<file path="config.mk">
export PLATFORM = sky130hd
export DESIGN_NAME = cpu_ctrl_seq
export DESIGN_NICKNAME = d
export VERILOG_FILES = /design/src/rtl/cpu_ctrl_seq.sv
export SDC_FILE = /design/constraint.sdc
export NUM_CORES = 1
export LEC_CHECK = 0
export ABC_CLOCK_PERIOD_IN_PS = 2400
export BUFFER_PORTS_ARGS = -buffer_cell sky130_fd_sc_hd__buf_2
export CAP_MARGIN = 20
export CORE_ASPECT_RATIO = 1.2
export CORE_MARGIN = 1
export CORE_UTILIZATION = 56
export DETAILED_ROUTE_END_ITERATION = 8
export PLACE_DENSITY = 0.88
export REMOVE_ABC_BUFFERS = 1
export SLEW_MARGIN = 20
export SYNTH_ARGS = -nofsm -noshare
export SYNTH_HDL_FRONTEND = slang
export SYNTH_SLANG_ARGS = --single-unit
</file>
<file path="constraint.sdc">
create_clock -name CLK -period 2.4 [get_ports CLK]
set_input_delay 0.12 -clock CLK [delete_from_list [all_inputs] [get_ports CLK]]
set_output_delay 0.12 -clock CLK [all_outputs]
set_load 0.05 [all_outputs]
</file>
<file path="src/rtl/cpu_ctrl_seq.sv">
// Multicycle control sequencer for the 16-bit CPU datapath: opcode decode,
// memory handshake with timeout, branching, HALT/FAULT and a retired-instruction count.
module cpu_ctrl_seq #(
    parameter int OPW     = 5,
    parameter int TIMEOUT = 15,
    parameter int TO_W    = 4,
    parameter int CNT_W   = 16
) (
    input  logic             CLK,
    input  logic             reset,
    input  logic [15:0]      opcode,
    input  logic             mem_ready,
    input  logic             br_cond,
    output logic             MemRead,
    output logic             MemWrite,
    output logic             IR_EN,
    output logic             PC_EN,
    output logic             MDR_EN,
    output logic             BR_EN,
    output logic             RFwrite,
    output logic             LDW_EN,
    output logic             dataW_MDR,
    output logic             halted,
    output logic             fault,
    output logic [CNT_W-1:0] instr_count
);

    // state    | meaning
    // IDLE     | post-reset, one cycle    FETCH/FETCH_IR | read instr, bump PC / load IR
    // DECODE   | classify opcode          ALU/ALU_WB     | execute / write register file
    // LDW_*    | load: mem, MDR, write    STW            | store, wait for mem_ready
    // BR       | conditional PC load      HALT/FAULT     | terminal until reset
    typedef enum logic [3:0] {
        S_IDLE, S_FETCH, S_FETCH_IR, S_DECODE, S_ALU, S_ALU_WB,
        S_LDW_MEM, S_LDW_MDR, S_LDW_WB, S_STW, S_BR, S_HALT, S_FAULT
    } state_t;

    localparam logic [OPW-1:0] OP_BR   = OPW'(17);
    localparam logic [OPW-1:0] OP_STW  = OPW'(18);
    localparam logic [OPW-1:0] OP_LDW  = OPW'(19);
    localparam logic [OPW-1:0] OP_HALT = OPW'(20);

    state_t          state, state_nxt;
    logic [TO_W-1:0] wcnt;
    logic [OPW-1:0]  op;
    logic            in_wait, timeout, cnt_inc;
    logic            unused_opcode;

    assign op            = opcode[OPW-1:0];
    assign unused_opcode = &{1'b0, opcode};
    assign in_wait       = (state == S_FETCH) || (state == S_LDW_MEM) || (state == S_STW);
    assign timeout       = (TIMEOUT != 0) && (wcnt == TO_W'(TIMEOUT)) && !mem_ready;
    assign cnt_inc       = (state == S_ALU_WB) || (state == S_LDW_WB) || (state == S_BR) ||
                           ((state == S_STW) && mem_ready) ||
                           ((state == S_DECODE) && (op == OP_HALT));

    always_ff @(posedge CLK) begin
        if (!reset) begin
            state       <= S_IDLE;
            wcnt        <= '0;
            instr_count <= '0;
        end else begin
            state <= state_nxt;
            // Wait states are never entered from another wait state while not ready,
            // so clearing whenever not counting gives a zero count on every entry.
            if (in_wait && !mem_ready)
                wcnt <= wcnt + TO_W'(1);
            else
                wcnt <= '0;
            if (cnt_inc)
                instr_count <= instr_count + CNT_W'(1);
        end
    end

    always_comb begin
        state_nxt = state;
        MemRead   = 1'b0;
        MemWrite  = 1'b0;
        IR_EN     = 1'b0;
        PC_EN     = 1'b0;
        MDR_EN    = 1'b0;
        BR_EN     = 1'b0;
        RFwrite   = 1'b0;
        LDW_EN    = 1'b0;
        dataW_MDR = 1'b0;
        halted    = 1'b0;
        fault     = 1'b0;
        unique case (state)
            S_IDLE: state_nxt = S_FETCH;
            S_FETCH: begin
                MemRead = 1'b1;
                if (mem_ready) begin
                    PC_EN     = 1'b1;
                    state_nxt = S_FETCH_IR;
                end else if (timeout) begin
                    state_nxt = S_FAULT;
                end
            end
            S_FETCH_IR: begin
                IR_EN     = 1'b1;
                state_nxt = S_DECODE;
            end
            S_DECODE: begin
                if (op < OP_BR)         state_nxt = S_ALU;
                else if (op == OP_BR)   state_nxt = S_BR;
                else if (op == OP_STW)  state_nxt = S_STW;
                else if (op == OP_LDW)  state_nxt = S_LDW_MEM;
                else if (op == OP_HALT) state_nxt = S_HALT;
                else                    state_nxt = S_FAULT;
            end
            S_ALU: state_nxt = S_ALU_WB;
            S_ALU_WB: begin
                RFwrite   = 1'b1;
                state_nxt = S_FETCH;
            end
            S_LDW_MEM: begin
                LDW_EN  = 1'b1;
                MemRead = 1'b1;
                if (mem_ready)    state_nxt = S_LDW_MDR;
                else if (timeout) state_nxt = S_FAULT;
            end
            S_LDW_MDR: begin
                LDW_EN    = 1'b1;
                MDR_EN    = 1'b1;
                state_nxt = S_LDW_WB;
            end
            S_LDW_WB: begin
                dataW_MDR = 1'b1;
                RFwrite   = 1'b1;
                state_nxt = S_FETCH;
            end
            S_STW: begin
                LDW_EN   = 1'b1;
                MemWrite = 1'b1;
                if (mem_ready)    state_nxt = S_FETCH;
                else if (timeout) state_nxt = S_FAULT;
            end
            S_BR: begin
                BR_EN     = br_cond;
                state_nxt = S_FETCH;
            end
            S_HALT:  halted = 1'b1;
            S_FAULT: fault  = 1'b1;
            default: state_nxt = S_IDLE;
        endcase
    end

endmodule
</file>
; Word level (Yosys, flattened, before mapping)
; Index checks and enable logic that the tools add are counted.
[totals]
output_inout_bits = 27
regBits = 24
[classes]
order_cmp = 1
n_addsub = 2
n_eq_ne = 17
mux = 22
reduce_logical = 18
[op_table]
columns = op, count
row1 = $pmux 4 s9, 1
row2 = $mux 4, 8
row3 = $eq 4x4->1 const B, 6
row4 = $eq 5x5->1 const B, 4
row5 = $add 16x1->16 const B, 1
row6 = $eq 4x3->1 const B, 4
row7 = $mux 1, 12
row8 = $eq 4x2->1 const B, 2
row9 = $logic_or 1x1->1, 6
row10 = $reduce_or 2->1, 3
row11 = $lt 5x5->1 const B, 1
row12 = $add 4x1->4 const B, 1
row13 = $eq 4x1->1 const B, 1
row14 = $logic_and 1x1->1, 4
row15 = $logic_not 4->1, 1
row16 = $reduce_or 4->1, 1
row17 = $mux 3, 1
row18 = $reduce_or 3->1, 1
row19 = $reduce_and 2->1, 1
row20 = $logic_not 1->1, 1

; Depth between registers and ports, before layout
; Gate-level depths: netlist of run 1.
[logic_depth]
depth_word = 7
ltp_mapped = 6
ltp_nobuf = 5

; Worst setup path after synthesis of run 1
; Ideal clock, no wire load.
[synth_path]
kind = reg-to-output
from = reg state[1]
to = out BR_EN
required_ns = 2.280
setup_slack_ns = 0.367
path_buffers = 2
stages_incl_launch_ff = 5
arrival_ns = 1.913
cell_sequence = dfxtp_1 > buf_2 > clkbuf_1 > nand2_1 > nor3_1
[synth_between]
elab_chain_len = 2
[synth_lines]
columns = element, line_no
row1 = start: declaration, 43  ; state_t state, state_nxt;
row2 = start signal: assignment, 63  ; state <= state_nxt;
row3 = $eq 4x4->1, 88  ; unique case (state)
row4 = $mux 1, 88
row5 = end: declaration, 19  ; output logic BR_EN,
; Every way passes these cells.

; Final worst setup path of run 1
[layout_path]
from = reg state[0]
to = reg instr_count[13]
[layout_between]
elab_chain_len = 5
[layout_lines]
columns = element, line_no
row1 = $eq 4x3->1 or $eq 4x4->1 (tied branches), 53  ; assign cnt_inc = (state == S_ALU_WB) || (state == S_LDW_WB) || (state == S_BR) ||
row2 = $logic_or 1x1->1 (3 in a row), 53
row3 = $logic_or 1x1->1 *, 54  ; ((state == S_STW) && mem_ready) ||
row4 = end signal: assignment, 71  ; instr_count <= instr_count + CNT_W'(1);
row5 = end: declaration, 25  ; output logic [CNT_W-1:0] instr_count
; Mark *: on every way between the ends. The rest lies on a longest branch, timed or not.
; A chain may end at the register's enable or synchronous reset.

==> impl_metrics.csv, run 1 <==
group,metric,value,unit
worst_setup_path,crit_fanout,16,
cts,numCtsBuffers,3,
routing,drtPass1Iterations,5,
timing,post-route-period-util,0.8455,
global_route,grt_start_max_net_pins,29,
timing,fin_setup_tns,0,ns
cells_and_area,area_delta_synth_final,13.99,%
die,die-area,3160,um^2
timing,final.setup_skew,0.006112,ns
global_route,grt_pass1_vias,1363,
power_and_ir_drop,share_clk_of_total_power,0.275,
cts,clock_tree.buffer_depth,2,
logic_synthesis,yosysMostFrequentCell,"sky130_fd_sc_hd__nand2_1",
power_and_ir_drop,power_share_of_the_sequential_group,0.527,
routing,detail_route.vias_per_cell,5.978,
logic_synthesis,yosys-top-cells-count,"sky130_fd_sc_hd__nand2_1 (28), sky130_fd_sc_hd__dfxtp_1 (24), sky130_fd_sc_hd__nand2b_1 (15), sky130_fd_sc_hd__mux2i_1 (13), sky130_fd_sc_hd__nor2_1 (11)",
worst_setup_path,timing.critical_path.to_type,"flop",
hold_path,hp-class,"in -> reg",
global_route,gr-usage-all-layers,0.2337,
logic_synthesis,synth_seq_area_share,0.2920,
cts,cts.repair_timing.setup_buffer_count,0,
worst_setup_path,regToRegEndpoint,"instr_count[13]$_SDFFE_PN0P_",
timing,final_period_minus_worst_setup_slack,2.029,ns
cts,cts_sinks,24,
logic_synthesis,synth_flop_cell,"sky130_fd_sc_hd__dfxtp_1",
cells_and_area,nets,256,
placement,placed_cells,263,
run,max-cap-violations,0,
logic_synthesis,synthTopCellsByArea,"sky130_fd_sc_hd__dfxtp_1 (29%), sky130_fd_sc_hd__mux2i_1 (7.9%), sky130_fd_sc_hd__nand2_1 (6.4%)",
placement,port-buffer-count,35,
routing,totalWireLength,3.472,mm
logic_synthesis,synth_edf_count,0,
die,initial_core_util,0.5907,
worst_setup_path,r2r_cells,4,
cts,clkLatencyLatePin,0.32,ns
timing,worst_slew_pin_slew,0.4303,ns
power_and_ir_drop,netSwitchingFraction,0.3080,
power_and_ir_drop,worst_case_vdd_ir_drop,0.0004340,V
hold_path,holdPathStages,3,
cts,ctsRootBufferMaster,"sky130_fd_sc_hd__clkbuf_4",
cells_and_area,num_antenna_cells,0,
placement,gp_routability_congestion,0.9052,
die,die_w,51.48,um
logic_synthesis,netlist_instances,201,
timing,timing.fmax,0.4928,GHz
cts,tritoncts,"done",
worst_setup_path,arrival,2.29,ns
routing,drcViolationCount,0,
hold_path,whs_endpoint,"state[0]$_SDFFE_PN0N_",
logic_synthesis,synthDominantAreaCellType,"sky130_fd_sc_hd__dfxtp_1",
global_route,grt_remaining_overflow,0,
cts,cts-resized-gates,0,
global_route,grt_antenna_before_repair,0,
timing,final_hold_violation_count,0,
routing,route.antenna.remaining_nets,0,
placement,detailedPlacementHpwl,2.558,mm
logic_synthesis,ys_ff_latch,24,
cts,htree_num_levels,1,
power_and_ir_drop,net-switching-power,0.0002468,W
die,core_area,2785,um^2
hold_path,worst_hold_startpoint,"reset",
logic_synthesis,yosysWarningCount,0,
cells_and_area,drive_gt1_frac,0.2575,
logic_synthesis,yosysUniqueCellTypes,50,
routing,first_iter_violations,56,
power_and_ir_drop,post-layout-total-power,0.0008012,W
power_and_ir_drop,part_of_the_power_in_combinational_logic,0.198,
timing,drv_slew,0,
global_route,grt_first_pass_wirelength,5.602,mm
power_and_ir_drop,cellLeakagePower,0.7763,nW
worst_setup_path,crit_path_start_kind,"flop",
die,core.rowCount,21,
worst_setup_path,critical_path_class,"reg -> reg",
logic_synthesis,mappedNetlistArea,1645,um^2
cts,cts_hold_buffers,0,
routing,route.detailed.wl_per_inst,13.00,um
timing,grt_setup_unrepaired,"false",
timing,timing.slew.headroom,0.7127,
timing,final_setup_violations,0,
logic_synthesis,syn-mean-instance-area,8.186,um^2
cells_and_area,fin_cells,267,
logic_synthesis,async_reset_ff_frac,0,
cells_and_area,utilization,0.6734,
worst_setup_path,reg2reg_setup_slack,0.37,ns
die,chipHeight,61.38,um
status,outcome,"finished, final reports clean",
cts,clk_transition_reported_paths,0.14,ns
power_and_ir_drop,internal-power,0.0005545,W
routing,dr_total_vias,1596,
logic_synthesis,synth_largest_type_area_fraction,0.2920,
worst_setup_path,timing.critical_path.required,2.66,ns
power_and_ir_drop,power.density_cell_area,427.2,nW/um^2
worst_setup_path,worstReg2RegStart,"state[0]$_SDFFE_PN0N_",
die,io_pins,47,
==> how the worst max path moves through the flow <==
| stage | start | endpoint | slack [ns] | cells after the start |
|---|---|---|---|---|
| floorplan | state[3]$_SDFFE_PN0N_ | LDW_EN | 0.41 | 3 |
| global placement | state[0]$_SDFFE_PN0N_ | instr_count[13]$_SDFFE_PN0P_ | 0.42 | 4 |
| detailed placement | state[0]$_SDFFE_PN0N_ | instr_count[13]$_SDFFE_PN0P_ | 0.39 | 4 |
| CTS | state[0]$_SDFFE_PN0N_ | instr_count[13]$_SDFFE_PN0P_ | 0.37 | 4 |
| global route | state[0]$_SDFFE_PN0N_ | instr_count[10]$_SDFFE_PN0P_ | 0.19 | 4 |
| finish | state[0]$_SDFFE_PN0N_ | instr_count[13]$_SDFFE_PN0P_ | 0.37 | 4 |
==> sequential cells by signal, indices dropped and copies added (netlist names) <==
register	cells
instr_count	16
state	4
wcnt	4
==> through the flow <==
stage / setup WS (ns) / cell area [um^2] / hold WS, ns
floorplan: 0.4142 / 1577 / 0.2361
global placement: 0.4158 / 1839 / 0.4256
detailed placement: 0.3929 / 1839 / 0.4250
CTS: 0.3661 / 1876 / 0.07008
global route: 0.1942 / 1876 / 0.07083
finish: 0.3708 / 1876 / 0.08278
==> critical path, cell delays in order (launching register included) <==
cell                        delay, ns
sky130_fd_sc_hd__dfxtp_1         0.61
sky130_fd_sc_hd__and4b_1         0.33
sky130_fd_sc_hd__nand3_2         0.37
sky130_fd_sc_hd__a2111oi_2       0.45
sky130_fd_sc_hd__mux2i_1         0.21
==> placed cells by master, fill, tap and decap left out, types with 7 or more instances in the layout <==
master                     instances
sky130_fd_sc_hd__buf_2            35
sky130_fd_sc_hd__dfxtp_1          24
sky130_fd_sc_hd__inv_1             8
sky130_fd_sc_hd__mux2i_1          13
sky130_fd_sc_hd__nand2_1          28
sky130_fd_sc_hd__nand2b_1         15
sky130_fd_sc_hd__nand3_1           7
sky130_fd_sc_hd__nor2_1           11
sky130_fd_sc_hd__o21ai_0           7
==> cell type report <==
cell class | instances | area [um^2]
multi-input combinational | 156 | 1066
fill | 262 | 909.6
sequential | 24 | 480.5
timing repair buffer | 41 | 220.2
tap | 34 | 42.54
clock buffer | 4 | 36.28
inverter | 8 | 30.03
==> per-layer routing <==
layer  GRT usage  vias up  share of wire
met4      0.1313        0          0.021
met3     0.04198        8          0.042
met1      0.2549      747           0.44
met2      0.4267       45           0.50
li1            -      796              -
met5           0        -              0
==> power groups by stage <==
stage | clock network, W | logic [W] | registers (W)
2_1_floorplan | 0 | 0.0000970 | 0.000437
3_3_place_gp | 0 | 0.000156 | 0.000431
3_5_place_dp | 0 | 0.000158 | 0.000431
4_1_cts | 0.000225 | 0.000158 | 0.000422
5_1_grt | 0.000237 | 0.000174 | 0.000425
6_report | 0.000220 | 0.000158 | 0.000423
==> cell families after synthesis <==
logic type | share of synthesized area
simple gates | 0.3133
compound gates | 0.2190
flops | 0.2920
buf+inv | 0.06007
mux | 0.07908
xor+xnor | 0.02130
fa+ha+maj | 0.01521
Power figures use the tool's default switching activity.
==> run 2: changes to the inputs <==
- ABC_CLOCK_PERIOD_IN_PS: 2400 -> 2000
- CORE_UTILIZATION: 56 -> 52
- PLACE_DENSITY: 0.88 -> 0.83
- clock period: 2.4 -> 2 ns (I/O delays scaled with it)
==> run 2 against run 1 <==
Register-to-register slack lost 0.16 ns. Combinational power up 27%. Global-route usage decreased by 0.085 points. Critical path type unchanged. Largest cell class unchanged. Largest power group unchanged. Highest routed layer unchanged.
==> impl_metrics.csv, run 2 (synthesized netlist as in run 1, its figures left out) <==
group,metric,value,unit
hold_path,whs_endpoint,"state[2]$_SDFFE_PN0N_",
hold_path,worst_hold_startpoint,"opcode[4]",
worst_setup_path,arrival,2.04,ns
hold_path,holdPathStages,3,
timing,final_setup_violations,0,
cts,clk_transition_reported_paths,0.12,ns
cts,cts_sinks,24,
power_and_ir_drop,share_clk_of_total_power,0.227,
placement,gp_routability_congestion,0.8636,
power_and_ir_drop,cellLeakagePower,0.7854,nW
routing,first_iter_violations,13,
cells_and_area,num-fill-cells,292,
cells_and_area,nets,258,
timing,worst_slew_pin_slew,0.3565,ns
cells_and_area,fin_cells,270,
die,die_w,53.35,um
global_route,grt_remaining_overflow,0,
cells_and_area,drive_gt1_frac,0.2607,
timing,final_period_minus_worst_setup_slack,1.791,ns
worst_setup_path,r2r_cells,5,
cts,cts.repair_timing.setup_buffer_count,0,
cells_and_area,layout_commonest_cell,"sky130_fd_sc_hd__buf_2",
routing,detail_route.vias_per_cell,5.889,
cells_and_area,multi_input_area,1066,um^2
timing,fin_setup_tns,0,ns
cts,numCtsBuffers,3,
worst_setup_path,worstReg2RegStart,"state[0]$_SDFFE_PN0N_",
power_and_ir_drop,netSwitchingFraction,0.3076,
global_route,grt_pass1_vias,1439,
cells_and_area,num_antenna_cells,0,
die,core_area,3028,um^2
run,max-cap-violations,0,
cells_and_area,layout.cells.most_common_list,"sky130_fd_sc_hd__buf_2 (35), sky130_fd_sc_hd__nand2_1 (28), sky130_fd_sc_hd__dfxtp_1 (24), sky130_fd_sc_hd__nand2b_1 (15), sky130_fd_sc_hd__mux2i_1 (13)",
cts,tritoncts,"done",
power_and_ir_drop,part_of_the_power_in_combinational_logic,0.221,
die,chipHeight,63.62,um
timing,fin_ws,0.2089,ns
placement,pre_cts_ws,0.2251,ns
cells_and_area,utilization,0.6248,
power_and_ir_drop,power_share_of_the_sequential_group,0.552,
die,initial_core_util,0.5434,
cts,ctsRootBufferMaster,"sky130_fd_sc_hd__clkbuf_4",
placement,placed_cells,267,
hold_path,hp-class,"in -> reg",
worst_setup_path,crit_fanout,16,
timing,drv_slew,0,
worst_setup_path,timing.critical_path.required,2.25,ns
cts,clock_tree.buffer_depth,2,
timing,final.setup_skew,0.007003,ns
power_and_ir_drop,net-switching-power,0.0002799,W
cells_and_area,regMostFlops,"instr_count",
cts,htree_num_levels,1,
routing,drcViolationCount,0,
cells_and_area,biggestRegsByFlops,"instr_count (16), state (4), wcnt (4)",
routing,drtPass1Iterations,5,
cts,cts-resized-gates,0,
worst_setup_path,timing.critical_path.to_type,"flop",
cells_and_area,area_delta_synth_final,14.98,%
timing,final_hold_violation_count,0,
cells_and_area,area.sequential,480.5,um^2
power_and_ir_drop,power.density_cell_area,481.0,nW/um^2
die,io_pins,47,
routing,route.detailed.wl_per_inst,12.90,um
power_and_ir_drop,internal-power,0.0006300,W
routing,route.antenna.remaining_nets,0,
timing,timing.slew.headroom,0.7591,
timing,grt_setup_unrepaired,"false",
routing,totalWireLength,3.482,mm
timing,timing.fmax,0.5583,GHz
global_route,grt_antenna_before_repair,0,
global_route,grt_first_pass_wirelength,6.044,mm
worst_setup_path,critical_path_class,"reg -> reg",
global_route,grt_start_max_net_pins,20,
timing,hold_slack,0.1370,ns
worst_setup_path,regToRegEndpoint,"instr_count[13]$_SDFFE_PN0P_",
cells_and_area,largest_reg_flops,16,
placement,detailedPlacementHpwl,2.622,mm
placement,port-buffer-count,35,
timing,post-route-period-util,0.8955,
cts,cts_hold_buffers,0,
worst_setup_path,reg2reg_setup_slack,0.21,ns
global_route,gr-usage-all-layers,0.2328,
status,outcome,"finished, final reports clean",
routing,dr_total_vias,1590,
die,die-area,3394,um^2
die,core.rowCount,22,
cts,clkLatencyLatePin,0.31,ns
power_and_ir_drop,worst_case_vdd_ir_drop,0.0003815,V
worst_setup_path,crit_path_start_kind,"flop",
## run 2: final cells by class
cell class                 instances  area share
tap                               36     0.02381
timing repair buffer              43      0.1310
multi-input combinational        156      0.5635
clock buffer                       3     0.01190
inverter                           8     0.01587
sequential                        24      0.2540
## run 2: worst max-delay path by stage
| stage | startpoint | end | slack (ns) |
|---|---|---|---|
| after global placement | state[0]$_SDFFE_PN0N_ | instr_count[13]$_SDFFE_PN0P_ | 0.30 |
| after floorplan | state[3]$_SDFFE_PN0N_ | LDW_EN | 0.03 |
| final | state[0]$_SDFFE_PN0N_ | instr_count[13]$_SDFFE_PN0P_ | 0.21 |
| after CTS | state[3]$_SDFFE_PN0N_ | instr_count[13]$_SDFFE_PN0P_ | 0.19 |
| after global routing | state[0]$_SDFFE_PN0N_ | instr_count[13]$_SDFFE_PN0P_ | 0.02 |
| after detailed placement | state[3]$_SDFFE_PN0N_ | instr_count[13]$_SDFFE_PN0P_ | 0.23 |
## run 2: stage by stage
step / instance area (um^2) / power, W
after global placement: 1869 / 0.0007089
after CTS: 1892 / 0.0009189
after global routing: 1892 / 0.0009607
after detailed placement: 1869 / 0.0007129
final: 1892 / 0.0009099
after floorplan: 1577 / 0.0006409
## run 2: power by group through the flow
stage	clock network, W	logic, W	registers [W]
finish	0.000207	0.000201	0.000502
floorplan	0	0.000116	0.000525
global route	0.000233	0.000222	0.000505
CTS	0.000216	0.000201	0.000502
global placement	0	0.000197	0.000512
detailed placement	0	0.000200	0.000513
## run 2: worst max-delay path, cell delays in order (launching register included)
cell	delay, ns
sky130_fd_sc_hd__dfxtp_1	0.46
sky130_fd_sc_hd__nor2b_1	0.34
sky130_fd_sc_hd__a211oi_4	0.12
sky130_fd_sc_hd__buf_12	0.17
sky130_fd_sc_hd__a2111oi_2	0.41
sky130_fd_sc_hd__mux2i_1	0.23
## run 2: routing by layer
metal,GRT usage,part of all wire
met1,0.2675,0.43
met2,0.4078,0.51
met3,0.03140,0.045
met5,0,0
met4,0.1020,0.019
==> run 3: changes to the inputs <==
- CORE_UTILIZATION: 52 -> 34
- PLACE_DENSITY: 0.83 -> 0.59
==> run 3 against run 2 <==
Global-route usage shrank 7.8 points. Die area rose by 51%. First-iteration DRC count grew to 8.1 times the previous value. Critical endpoint is now instr_count[10]$_SDFFE_PN0P_.
==> impl_metrics.csv, run 3 (synthesized netlist as in run 1, its figures left out) <==
group,metric,value,unit
die,die_w,65.51,um
hold_path,worst_hold_startpoint,"reset",
timing,fin_setup_tns,0,ns
run,max-cap-violations,0,
die,io_pins,47,
worst_setup_path,worstReg2RegStart,"state[3]$_SDFFE_PN0N_",
timing,timing.fmax,0.5528,GHz
worst_setup_path,crit_fanout,16,
power_and_ir_drop,power.density_cell_area,531.2,nW/um^2
cells_and_area,num_antenna_cells,0,
worst_setup_path,regToRegEndpoint,"instr_count[10]$_SDFFE_PN0P_",
placement,port-buffer-count,35,
power_and_ir_drop,post-layout-total-power,0.001052,W
cells_and_area,drive_gt1_frac,0.2712,
global_route,grt_antenna_before_repair,0,
worst_setup_path,critical-path-slowest-cell,"sky130_fd_sc_hd__dfxtp_1",
routing,totalWireLength,3.768,mm
global_route,grt_start_max_net_pins,24,
cts,htree_num_levels,1,
cells_and_area,largest_reg_flops,16,
worst_setup_path,crit_path_start_kind,"flop",
global_route,gr-usage-all-layers,0.1550,
cts,cts_sinks,24,
placement,gp_routability_congestion,0.7530,
routing,detail_route.vias_per_cell,5.398,
hold_path,holdPathStages,3,
die,chipHeight,78.21,um
cells_and_area,utilization,0.4280,
hold_path,whs_endpoint,"state[0]$_SDFFE_PN0N_",
timing,post-route-period-util,0.9045,
routing,drtPass1Iterations,4,
routing,drcViolationCount,0,
worst_setup_path,timing.critical_path.to_type,"flop",
hold_path,hp-class,"in -> reg",
die,core.rowCount,27,
cells_and_area,layout.cells.most_common_list,"sky130_fd_sc_hd__buf_2 (35), sky130_fd_sc_hd__nand2_1 (28), sky130_fd_sc_hd__dfxtp_1 (24), sky130_fd_sc_hd__nand2b_1 (15), sky130_fd_sc_hd__mux2i_1 (13)",
routing,route.detailed.wl_per_inst,12.82,um
placement,detailedPlacementHpwl,2.823,mm
die,core_area,4628,um^2
die,die-area,5123,um^2
routing,dr_total_vias,1587,
power_and_ir_drop,worst_case_vdd_ir_drop,0.0002360,V
cts,clock_tree.buffer_depth,2,
timing,timing.slew.headroom,0.7356,
cells_and_area,layout_commonest_cell,"sky130_fd_sc_hd__buf_2",
worst_setup_path,r2r_cells,5,
routing,route.antenna.remaining_nets,0,
cts,clkLatencyLatePin,0.27,ns
cts,cts_hold_buffers,0,
cts,clk_transition_reported_paths,0.09,ns
routing,first_iter_violations,105,
timing,final_setup_violations,0,
timing,drv_slew,0,
timing,final_period_minus_worst_setup_slack,1.809,ns
cts,numCtsBuffers,3,
worst_setup_path,critical_path_class,"reg -> reg",
die,initial_core_util,0.3555,
power_and_ir_drop,cellLeakagePower,0.8082,nW
cells_and_area,nets,259,
timing,final.setup_skew,0.002358,ns
cts,tritoncts,"done",
global_route,grt_remaining_overflow,0,
worst_setup_path,cpPeakStageDelay,0.53,ns
cells_and_area,biggestRegsByFlops,"instr_count (16), state (4), wcnt (4)",
global_route,grt_first_pass_wirelength,6.389,mm
worst_setup_path,path_cells,"nor3b_4 > a211oi_4 > buf_12 > a2111oi_2 > mux2i_1",
worst_setup_path,reg2reg_setup_slack,0.19,ns
worst_setup_path,arrival,2.01,ns
status,outcome,"finished, final reports clean",
global_route,grt_pass1_vias,1433,
cts,ctsRootBufferMaster,"sky130_fd_sc_hd__clkbuf_8",
timing,final_hold_violation_count,0,
worst_setup_path,timing.critical_path.required,2.20,ns
cells_and_area,regMostFlops,"instr_count",
timing,worst_slew_pin_slew,0.3912,ns
cells_and_area,area_delta_synth_final,20.38,%
timing,grt_setup_unrepaired,"false",
==> run 3: how the worst max path moves through the flow <==
| stage | startpoint | endpoint | cells after the start |
|---|---|---|---|
| 2_1_floorplan | state[3]$_SDFFE_PN0N_ | LDW_EN | 3 |
| 3_3_place_gp | state[0]$_SDFFE_PN0N_ | instr_count[10]$_SDFFE_PN0P_ | 4 |
| 3_5_place_dp | state[0]$_SDFFE_PN0N_ | instr_count[10]$_SDFFE_PN0P_ | 4 |
| 4_1_cts | state[0]$_SDFFE_PN0N_ | instr_count[10]$_SDFFE_PN0P_ | 4 |
| 5_1_grt | state[0]$_SDFFE_PN0N_ | instr_count[10]$_SDFFE_PN0P_ | 4 |
| 6_report | state[3]$_SDFFE_PN0N_ | instr_count[10]$_SDFFE_PN0P_ | 5 |
==> run 3: cell type report <==
type / count / area (um^2)
inverter: 8 / 30.03
fill: 464 / 2648
multi-input combinational: 156 / 1087
sequential: 24 / 480.5
tap: 58 / 72.57
timing repair buffer: 44 / 255.2
clock buffer: 4 / 55.05
==> run 3: per-stage QoR <==
stage	cells	setup slack [ns]	instance area (um^2)	hold slack [ns]
after floorplan	188	0.03415	1577	0.2161
after global placement	290	0.1553	1904	0.4345
after detailed placement	290	0.1038	1904	0.4430
after CTS	294	0.07205	1959	0.1761
after global routing	294	0.005135	1981	0.2048
final	294	0.1911	1981	0.1750
==> run 3: per-layer routing <==
metal	GRT usage	part of all wire	vias up
met3	0.02471	0.036	4
met4	0.05000	0.0072	0
li1	-	-	798
met2	0.2660	0.50	35
met1	0.1937	0.46	750
met5	0	0	-
==> run 3: critical path: cells and delay by family, from the launching register on <==
kind,cells,cell delay (ns)
mux,1,0.22
flops,1,0.53
compound gates,2,0.49
simple gates,1,0.34
buf+inv,1,0.16
==> run 3: power breakdown <==
part	internal [W]	total, W	switching [W]
logic	0.0000767	0.000209	0.000132
registers	0.000486	0.000502	0.0000159
clock network	0.000176	0.000341	0.000165
total	0.000739	0.00105	0.000313
==> run 3: what timing repair did <==
item,CTS,global route
gates resized for setup,0,4
setup endpoints to repair,0,5
setup buffers,0,0
